**config.mk**
```make
export PLATFORM = sky130hd
export DESIGN_NAME = prefetch_buffer
export DESIGN_NICKNAME = d
export VERILOG_FILES = /design/src/rtl/prefetch_buffer_pkg.sv /design/src/rtl/prefetch_ram.sv /design/src/rtl/prefetch_buffer.sv
export SDC_FILE = /design/constraint.sdc
export NUM_CORES = 1
export LEC_CHECK = 0
export BUFFER_PORTS_ARGS = -buffer_cell sky130_fd_sc_hd__buf_2
export CAP_MARGIN = 20
export CELL_PAD_IN_SITES_DETAIL_PLACEMENT = 2
export CELL_PAD_IN_SITES_GLOBAL_PLACEMENT = 2
export CORE_ASPECT_RATIO = 1.5
export CORE_MARGIN = 5
export CORE_UTILIZATION = 30
export DETAILED_ROUTE_END_ITERATION = 10
export HOLD_SLACK_MARGIN = 0.06
export PLACE_DENSITY = 0.76
export REMOVE_ABC_BUFFERS = 1
export SLEW_MARGIN = 20
export SYNTH_ARGS = -nofsm -noshare
export SYNTH_HDL_FRONTEND = slang
export SYNTH_HIERARCHICAL = 1
export SYNTH_SLANG_ARGS = --single-unit
```
**constraint.sdc**
```tcl
create_clock -name clk -period 5.04 [get_ports clk]
set_input_delay 0.756 -clock clk [delete_from_list [all_inputs] [get_ports clk]]
set_output_delay 0.756 -clock clk [all_outputs]
set_load 0.02 [all_outputs]
```
**src/rtl/prefetch_buffer_pkg.sv**
```systemverilog
// Shared types and constants for the instruction prefetch buffer.
//   prefetch_in_type  : fetch-stage and memory inputs bundled together
//   prefetch_out_type : instruction, stall and fetch address outputs
//   prefetch_reg_type : width-independent architectural state (pointers and count
//                       live in the top because their width follows DEPTH)
package prefetch_buffer_pkg;

  localparam int unsigned PREFETCH_DEPTH = 4;

  typedef struct packed {
    logic [31:0] pc;
    logic [31:0] npc;
    logic        spec;
    logic        valid;
    logic        fence;
    logic [31:0] rdata;
    logic        ready;
  } prefetch_in_type;

  typedef struct packed {
    logic [31:0] instr;
    logic        stall;
    logic [31:0] fpc;
  } prefetch_out_type;

  typedef struct packed {
    logic [31:0] fpc;        // word-aligned fetch address presented to memory
    logic [29:0] head_addr;  // word address of the entry at rptr
    logic        drop;       // discard the next response (request made before a redirect)
  } prefetch_reg_type;

  localparam prefetch_reg_type PREFETCH_REG_INIT = '{
    fpc:       32'h0,
    head_addr: 30'h0,
    drop:      1'b0
  };

  function automatic prefetch_reg_type prefetch_reg_init(input logic [31:0] reset_pc);
    prefetch_reg_type r;
    r           = PREFETCH_REG_INIT;
    r.fpc       = {reset_pc[31:2], 2'b00};
    r.head_addr = reset_pc[31:2];
    return r;
  endfunction

  // A halfword whose low two bits are not 2'b11 is a complete 16-bit instruction.
  function automatic logic is_compressed(input logic [15:0] half);
    return half[1:0] != 2'b11;
  endfunction

endpackage

```
**src/rtl/prefetch_ram.sv**
```systemverilog
// DEPTH x 32 register file for the prefetch buffer.
//   clk_i             : clock
//   we_i/waddr_i/wdata_i : single write port
//   raddr0_i/rdata0_o : read port for the head entry (combinational)
//   raddr1_i/rdata1_o : read port for the entry after the head (combinational)
module prefetch_ram #(
  parameter int unsigned DEPTH = 4,
  parameter int unsigned AddrW = $clog2(DEPTH)
) (
  input  logic             clk_i,
  input  logic             we_i,
  input  logic [AddrW-1:0] waddr_i,
  input  logic [31:0]      wdata_i,
  input  logic [AddrW-1:0] raddr0_i,
  output logic [31:0]      rdata0_o,
  input  logic [AddrW-1:0] raddr1_i,
  output logic [31:0]      rdata1_o
);

  logic [31:0] mem_q [DEPTH];

  // Contents need no reset: entries are only read while count marks them valid.
  always_ff @(posedge clk_i) begin
    if (we_i) begin
      mem_q[waddr_i] <= wdata_i;
    end
  end

  always_comb begin
    rdata0_o = mem_q[raddr0_i];
    rdata1_o = mem_q[raddr1_i];
  end

endmodule

```
**src/rtl/prefetch_buffer.sv**
```systemverilog
// Instruction prefetch buffer between instruction memory and the fetch stage.
// Issues word-aligned fetch addresses, queues returned words in a circular
// buffer and extracts the (16- or 32-bit) instruction at pc.
//   clk, rst      : clock, synchronous active-high reset
//   pc, npc       : current and next pc of the fetch stage
//   spec, fence   : redirect to npc (flush and restart)
//   valid         : fetch stage consumes instr this cycle when stall=0
//   rdata, ready  : memory response for the fpc presented on the previous cycle
//   instr, stall  : extracted instruction (0 when stalled) and not-available flag
//   fpc           : registered word-aligned fetch address
module prefetch_buffer
  import prefetch_buffer_pkg::*;
#(
  parameter int unsigned DEPTH    = PREFETCH_DEPTH,
  parameter logic [31:0] RESET_PC = 32'h0
) (
  input  logic        clk,
  input  logic        rst,
  input  logic [31:0] pc,
  input  logic [31:0] npc,
  input  logic        spec,
  input  logic        valid,
  input  logic        fence,
  input  logic [31:0] rdata,
  input  logic        ready,
  output logic [31:0] instr,
  output logic        stall,
  output logic [31:0] fpc
);

  localparam int unsigned PtrW = $clog2(DEPTH);
  localparam int unsigned CntW = PtrW + 1;
  localparam logic [CntW-1:0] DepthCnt = CntW'(DEPTH);

  prefetch_in_type  in_s;
  prefetch_out_type out_s;

  prefetch_reg_type r_q, r_d;
  logic [PtrW-1:0]  wptr_q, wptr_d;
  logic [PtrW-1:0]  rptr_q, rptr_d;
  logic [CntW-1:0]  count_q, count_d;

  logic [PtrW-1:0]  rptr_next;
  logic [31:0]      head_word;
  logic [31:0]      next_word;
  logic [15:0]      h0, h1;
  logic             redirect;
  logic             push;
  logic             pop;
  logic             unused_bits;

  always_comb begin
    in_s = '{
      pc:    pc,
      npc:   npc,
      spec:  spec,
      valid: valid,
      fence: fence,
      rdata: rdata,
      ready: ready
    };
  end

  assign rptr_next = rptr_q + PtrW'(1);

  prefetch_ram #(
    .DEPTH (DEPTH)
  ) u_ram (
    .clk_i    (clk),
    .we_i     (push),
    .waddr_i  (wptr_q),
    .wdata_i  (in_s.rdata),
    .raddr0_i (rptr_q),
    .rdata0_o (head_word),
    .raddr1_i (rptr_next),
    .rdata1_o (next_word)
  );

  assign h0 = head_word[15:0];
  assign h1 = head_word[31:16];

  // Extraction: purely combinational from registered state and pc.
  always_comb begin
    out_s.instr = 32'h0;
    out_s.stall = 1'b1;
    out_s.fpc   = r_q.fpc;
    if ((count_q != '0) && (r_q.head_addr == in_s.pc[31:2])) begin
      if (!in_s.pc[1]) begin
        out_s.stall = 1'b0;
        out_s.instr = is_compressed(h0) ? {16'h0, h0} : head_word;
      end else if (is_compressed(h1)) begin
        out_s.stall = 1'b0;
        out_s.instr = {16'h0, h1};
      end else if (count_q >= CntW'(2)) begin
        // 32-bit instruction straddling into the following word.
        out_s.stall = 1'b0;
        out_s.instr = {next_word[15:0], h1};
      end
    end
  end

  assign instr = out_s.instr;
  assign stall = out_s.stall;
  assign fpc   = out_s.fpc;

  assign redirect = in_s.spec | in_s.fence;
  // A full buffer discards the response and holds fpc so the word is refetched.
  assign push = in_s.ready & ~r_q.drop & ~redirect & (count_q != DepthCnt);
  assign pop  = in_s.valid & ~out_s.stall & ~redirect & (in_s.npc[31:2] != in_s.pc[31:2]);

  always_comb begin
    r_d     = r_q;
    wptr_d  = wptr_q;
    rptr_d  = rptr_q;
    count_d = count_q;
    if (redirect) begin
      count_d       = '0;
      wptr_d        = '0;
      rptr_d        = '0;
      r_d.head_addr = in_s.npc[31:2];
      r_d.fpc       = {in_s.npc[31:2], 2'b00};
      // The request at the old fpc is still outstanding unless answered now.
      r_d.drop      = ~in_s.ready;
    end else begin
      if (in_s.ready && r_q.drop) begin
        r_d.drop = 1'b0;
      end
      if (push) begin
        wptr_d  = wptr_q + PtrW'(1);
        r_d.fpc = r_q.fpc + 32'd4;
      end
      if (pop) begin
        rptr_d        = rptr_next;
        r_d.head_addr = r_q.head_addr + 30'd1;
      end
      unique case ({push, pop})
        2'b10:   count_d = count_q + CntW'(1);
        2'b01:   count_d = count_q - CntW'(1);
        default: count_d = count_q;
      endcase
    end
  end

  always_ff @(posedge clk) begin
    if (rst) begin
      r_q     <= prefetch_reg_init(RESET_PC);
      wptr_q  <= '0;
      rptr_q  <= '0;
      count_q <= '0;
    end else begin
      r_q     <= r_d;
      wptr_q  <= wptr_d;
      rptr_q  <= rptr_d;
      count_q <= count_d;
    end
  end

  assign unused_bits = ^{in_s.pc[0], in_s.npc[1:0], next_word[31:16]};

endmodule

```
Word level (Yosys, flattened, before mapping)
Memory sizes are Yosys's and may differ from the RTL's. A register that Yosys moved wholly into a read port is not among the register bits.
Cells that the tools add are included.
- input port bits: 102
- memories: 1
- register bits after elaboration: 70
- bits in writable memories: 128
- memory list (memory ; words ; width ; read ports ; clocked after Yosys merged registers in ; write ports ; line ; text):
    u_ram.mem_q ; 4 ; 32 ; 2 ; 1 ; 1 ; prefetch_ram.sv:20 ; logic [31:0] mem_q [DEPTH];
- add/sub/neg operators: 6
- multiplexer cells: 14
- $lt $le $gt $ge: 1
- equality and inequality tests: 7
- reduce and logical (&&, ||, !) cells: 8
- bitwise operators: 11
- operators with widths (kind ; count):
    $mux W33 ; 4
    $mux W32 ; 2
    $mux W63 ; 1
    $add A32 B3 Y32 const B ; 1
    $add A30 B1 Y30 const B ; 1
    $eq A30 B30 Y1 ; 1
    $mux W30 ; 1
    $ne A30 B30 Y1 ; 1
    $reduce_bool A2 Y1 ; 4
    $and A1 B1 Y1 ; 6
    $pmux W3 S2 ; 1
    $add A2 B1 Y2 const B ; 2
    $mux W2 ; 2
    $ne A2 B2 Y1 const B ; 2
    $not A1 Y1 ; 4
    $add A3 B1 Y3 const B ; 1
    $ge A3 B2 Y1 const B ; 1
    $mux W1 ; 3
    $ne A3 B3 Y1 const B ; 1
    $reduce_bool A3 Y1 ; 1
    $sub A3 B1 Y3 const B ; 1
    $eq A2 B1 Y1 const B ; 1
    $eq A2 B2 Y1 const B ; 1
    $logic_and A1 B1 Y1 ; 2
    other kinds (2) ; 2

Depth between registers and ports, before layout
An unclocked memory read counts as a cell.
- depth in word-level cells: 12
- gate-level depth with buffers: 16
- mapped depth without buffers: 12

By module
Netlist, hierarchy kept.
- by module, submodules not included (module ; seq. area each (µm²) ; instances ; cells an instance ; area an instance (µm²)):
    prefetch_ram ; 3843.7 ; 1 ; 210 ; 5504.0
    prefetch_buffer ; 1361.3 ; 1 ; 700 ; 5151.2

Worst setup path after synthesis
No wires, ideal clock.
- kind: in2reg
- start point: input port fence
- end point: memory u_ram.mem_q[0][0] (enable)
- stages on the path: 6
- data required time: 4.572 ns
- buffers on the path: 1
- data arrival time: 4.326 ns
- setup time: 0.468 ns
- slack: 0.246 ns
- cells stage by stage: or2_2 nor2_1 nand3_1 inv_1 buf_1 nor3b_1
- cells in the longest elaborated chain, start to end: 6
- ends and longest elaborated chain (element ; line ; text):
    from (decl) ; prefetch_buffer.sv:23 ; input logic fence,
    $or A1 B1 Y1 ; prefetch_buffer.sv:106 ; assign redirect = in_s.spec | in_s.fence;
    $not A1 Y1 ; prefetch_buffer.sv:108 ; assign push = in_s.ready & ~r_q.drop & ~redirect & (count_q != DepthCnt);
    $and A1 B1 Y1 (2 in series) ; prefetch_buffer.sv:108 ;
    named net push ; prefetch_buffer.sv:48 ; logic push;
    $mux W1 ; prefetch_ram.sv:24 ; if (we_i) begin
    $mux W1 (not written as such) ; prefetch_ram.sv:25 ; mem_q[waddr_i] <= wdata_i;
    to (decl) ; prefetch_ram.sv:20 ;
The timed path passes the listed nets, and every way through them passes these cells.

Final worst setup path
- start point: register rptr_q[0]
- end point: output port instr[31]
- cells in the longest elaborated chain, start to end: 6
- ends and longest elaborated chain (element ; line ; text):
    from (decl) ; prefetch_buffer.sv:40 ; logic [PtrW-1:0] rptr_q, rptr_d;
    from (signal assigned) ; prefetch_buffer.sv:153 ; rptr_q <= rptr_d;
    $add A2 B1 Y2 ; prefetch_buffer.sv:64 ; assign rptr_next = rptr_q + PtrW'(1);
    named net rptr_next[0] ; prefetch_buffer.sv:43 ; logic [PtrW-1:0] rptr_next;
    $mem_v2 Z4 W32 ; -- ;
    named net next_word[15] ; prefetch_buffer.sv:45 ; logic [31:0] next_word;
    $mux W33 ; prefetch_buffer.sv:94 ; end else if (count_q >= CntW'(2)) begin
    $mux W33 ; prefetch_buffer.sv:91 ; end else if (is_compressed(h1)) begin
    $mux W33 ; prefetch_buffer.sv:88 ; if (!in_s.pc[1]) begin
    $mux W33 ; prefetch_buffer.sv:87 ; if ((count_q != '0) && (r_q.head_addr == in_s.pc[31:2])) begin
    to (decl) ; prefetch_buffer.sv:26 ; output logic [31:0] instr,
The timed path passes the listed nets, and every way through them passes these cells.

==> flow_summary.toml <==
[drt]
wl_per_cell_um = 24.85
avgViaCountPerCell = 5.498
drc = 0
drtPass1Iterations = 5
routed_wl_um = 35940
ant_nets = 0
drtIter0Drc = 387
vias = 7950

[global_routing]
overflow = 0
antenna_found_initial = 1
grt_util_all_layers_pct = 18.83
first_global_vias = 8856
grt_pass1_wl_um = 54580
grt_max_degree = 60

[finish]
antenna_cells = 0
post-route-cell-area_um2 = 11820
layout-drive-gt1-share_pct = 26.05
seqCellArea_um2 = 5206
synthToLayoutAreaGrowth_pct = 15.19
stdcell_count = 1446
multiInputGateArea_um2 = 4488
layout.nets = 1114
fillers = 3702

[timing]
final-setup-viol-count = 0
tightest_slew_ns = 1.071
slew_headroom_pct = 28.48
worst_clock_skew_ns = 0.01610
rsz0062_at_grt = "false"
fin_crit_sh_pct = 78.79
drv_slew = 0
timing.final.crit_period_ns = 3.971
hold_violations = 0
setup_ws_ns = 1.069
max_freq_mhz = 251.8
hold_ws_ns = 0.5142

[power]
p_leak_nw = 4.094
pwr_density_cell_nw_per_um2 = 303.4
ir_worst_vdd_v = 0.0002039

[floorplan]
io_pins = 167
initial_core_util_pct = 30.13
core_um2 = 34060
floorplan.rows = 83
die_area_um2 = 38080
die_w_um = 161.0
die_y_um = 236.5

[critical_path]
critPathKind = "reg2out"
cp-start-kind = "flip-flop"
cp.arrival_ns = 3.22
ff2ff_setup_slack_ns = 1.20
worstPathRequired_ns = 4.28
r2r_cells = 12
r2r_end = "count_q[2]$_SDFFE_PP0P_"
worst-path-max-fanout = 32
regToRegStartpoint = "rptr_q[0]$_SDFFE_PP0P_"
critical_path.endpoint_type = "output pin"

[clock_network]
cts.hold.buffers_added = 0
htree_levels = 4
path_clk_slew_ns = 0.07
clkSinkCount = 196
cts_resized = 0
clk_latency_ns = 0.45
clock_path_buffers = 2
post_cts_buffers = 0
tritoncts = "built"
cts_buffers = 17
cts-root-buf = "clkbuf_16"

[placed_design]
post-place-ws_ns = 0.8034
dp_hpwl_um = 26180
gp_congestion = 0.8684
placed_cells = 1414
port_buffers = 161
place_area_um2 = 11220

[worst_hold_path]
worst_hold_path_type = "reg2reg"
whs_path_depth = 2
holdPathEnd = "count_q[0]$_SDFFE_PP0P_"
worstHoldStart = "count_q[0]$_SDFFE_PP0P_"

[synth]
synth_area_um2 = 10260
syn_inst = 892
syn_area_per_cell_um2 = 11.50
ys_warn_count = 6

[flow_run]
cap_violations = 0

[outcome]
status = "finished, final reports clean"
power breakdown:
group / switching [mW] / total [mW] / internal, mW
registers: 0.0530 / 1.80 / 1.75
clock network: 0.658 / 1.45 / 0.792
logic: 0.212 / 0.335 / 0.123
layer usage:
| metal | global-route usage, % | routed length [um] |
|---|---|---|
| met5 | 0 | 0 |
| met1 | 20.64 | 13510 |
| met2 | 35.22 | 19580 |
| met4 | 8.795 | 1500 |
| met3 | 2.978 | 1344 |
final cells by class:
type	count	area share, %
timing repair buffer	182	8.150
tap	425	4.498
inverter	8	0.2540
multi-input combinational	603	37.97
clock buffer	19	3.662
clock inverter	13	1.429
sequential	196	44.04
per-stage QoR:
step | power [mW] | utilization [%] | TNS (ns)
global route | 3.736 | 34.70 | 0
floorplan | 1.989 | - | -22.11
finish | 3.587 | 34.70 | 0
CTS | 3.636 | 34.70 | 0
detailed placement | 2.175 | 32.94 | 0
global placement | 2.161 | 32.94 | 0
placed cells by master (no fill, tap or decap), types with 19 or more instances in the layout:
| cell | n |
|---|---|
| a211oi_1 | 20 |
| a21oi_1 | 29 |
| a22oi_1 | 34 |
| buf_2 | 161 |
| buf_4 | 21 |
| dfxtp_1 | 67 |
| edfxtp_1 | 128 |
| mux4_2 | 46 |
| nand2_1 | 56 |
| nand3_1 | 26 |
| nand4_1 | 22 |
| nor2_1 | 100 |
| nor3_1 | 19 |
| nor4_1 | 29 |
| o21ai_0 | 31 |
| xnor2_1 | 35 |
| xor2_1 | 54 |
registers in the layout (all words and copies together) (netlist names):
| name | cells |
|---|---|
| wptr_q | 2 |
| count_q | 3 |
| rptr_q | 2 |
| r_q | 31 |
| u_ram/mem_q | 128 |
| fpc | 30 |
critical path, cell delays in order, from the launching register on:
cell     delay (ns)
dfxtp_2        0.38
buf_4          0.55
inv_1          0.48
buf_4          0.36
mux4_2         0.45
a22oi_1        0.28
nor2_1         0.06
buf_2          0.17
how the worst max path moves through the flow:
stage                           start                     endpoint  slack [ns]  depth (start not counted)
3_5_place_dp                   pc[23]      count_q[2]$_SDFFE_PP0P_        0.80                         13
2_1_floorplan                   fence  u_ram/mem_q[0][0]$_DFFE_PP_       -0.69                          5
4_1_cts        rptr_q[0]$_SDFFE_PP0P_                    instr[31]        0.96                          7
6_report       rptr_q[0]$_SDFFE_PP0P_                    instr[31]        1.07                          7
3_3_place_gp                   pc[23]      count_q[2]$_SDFFE_PP0P_        0.88                         13
5_1_grt        rptr_q[0]$_SDFFE_PP0P_                    instr[31]        0.77                          7
(Power assumes the default switching activity.)
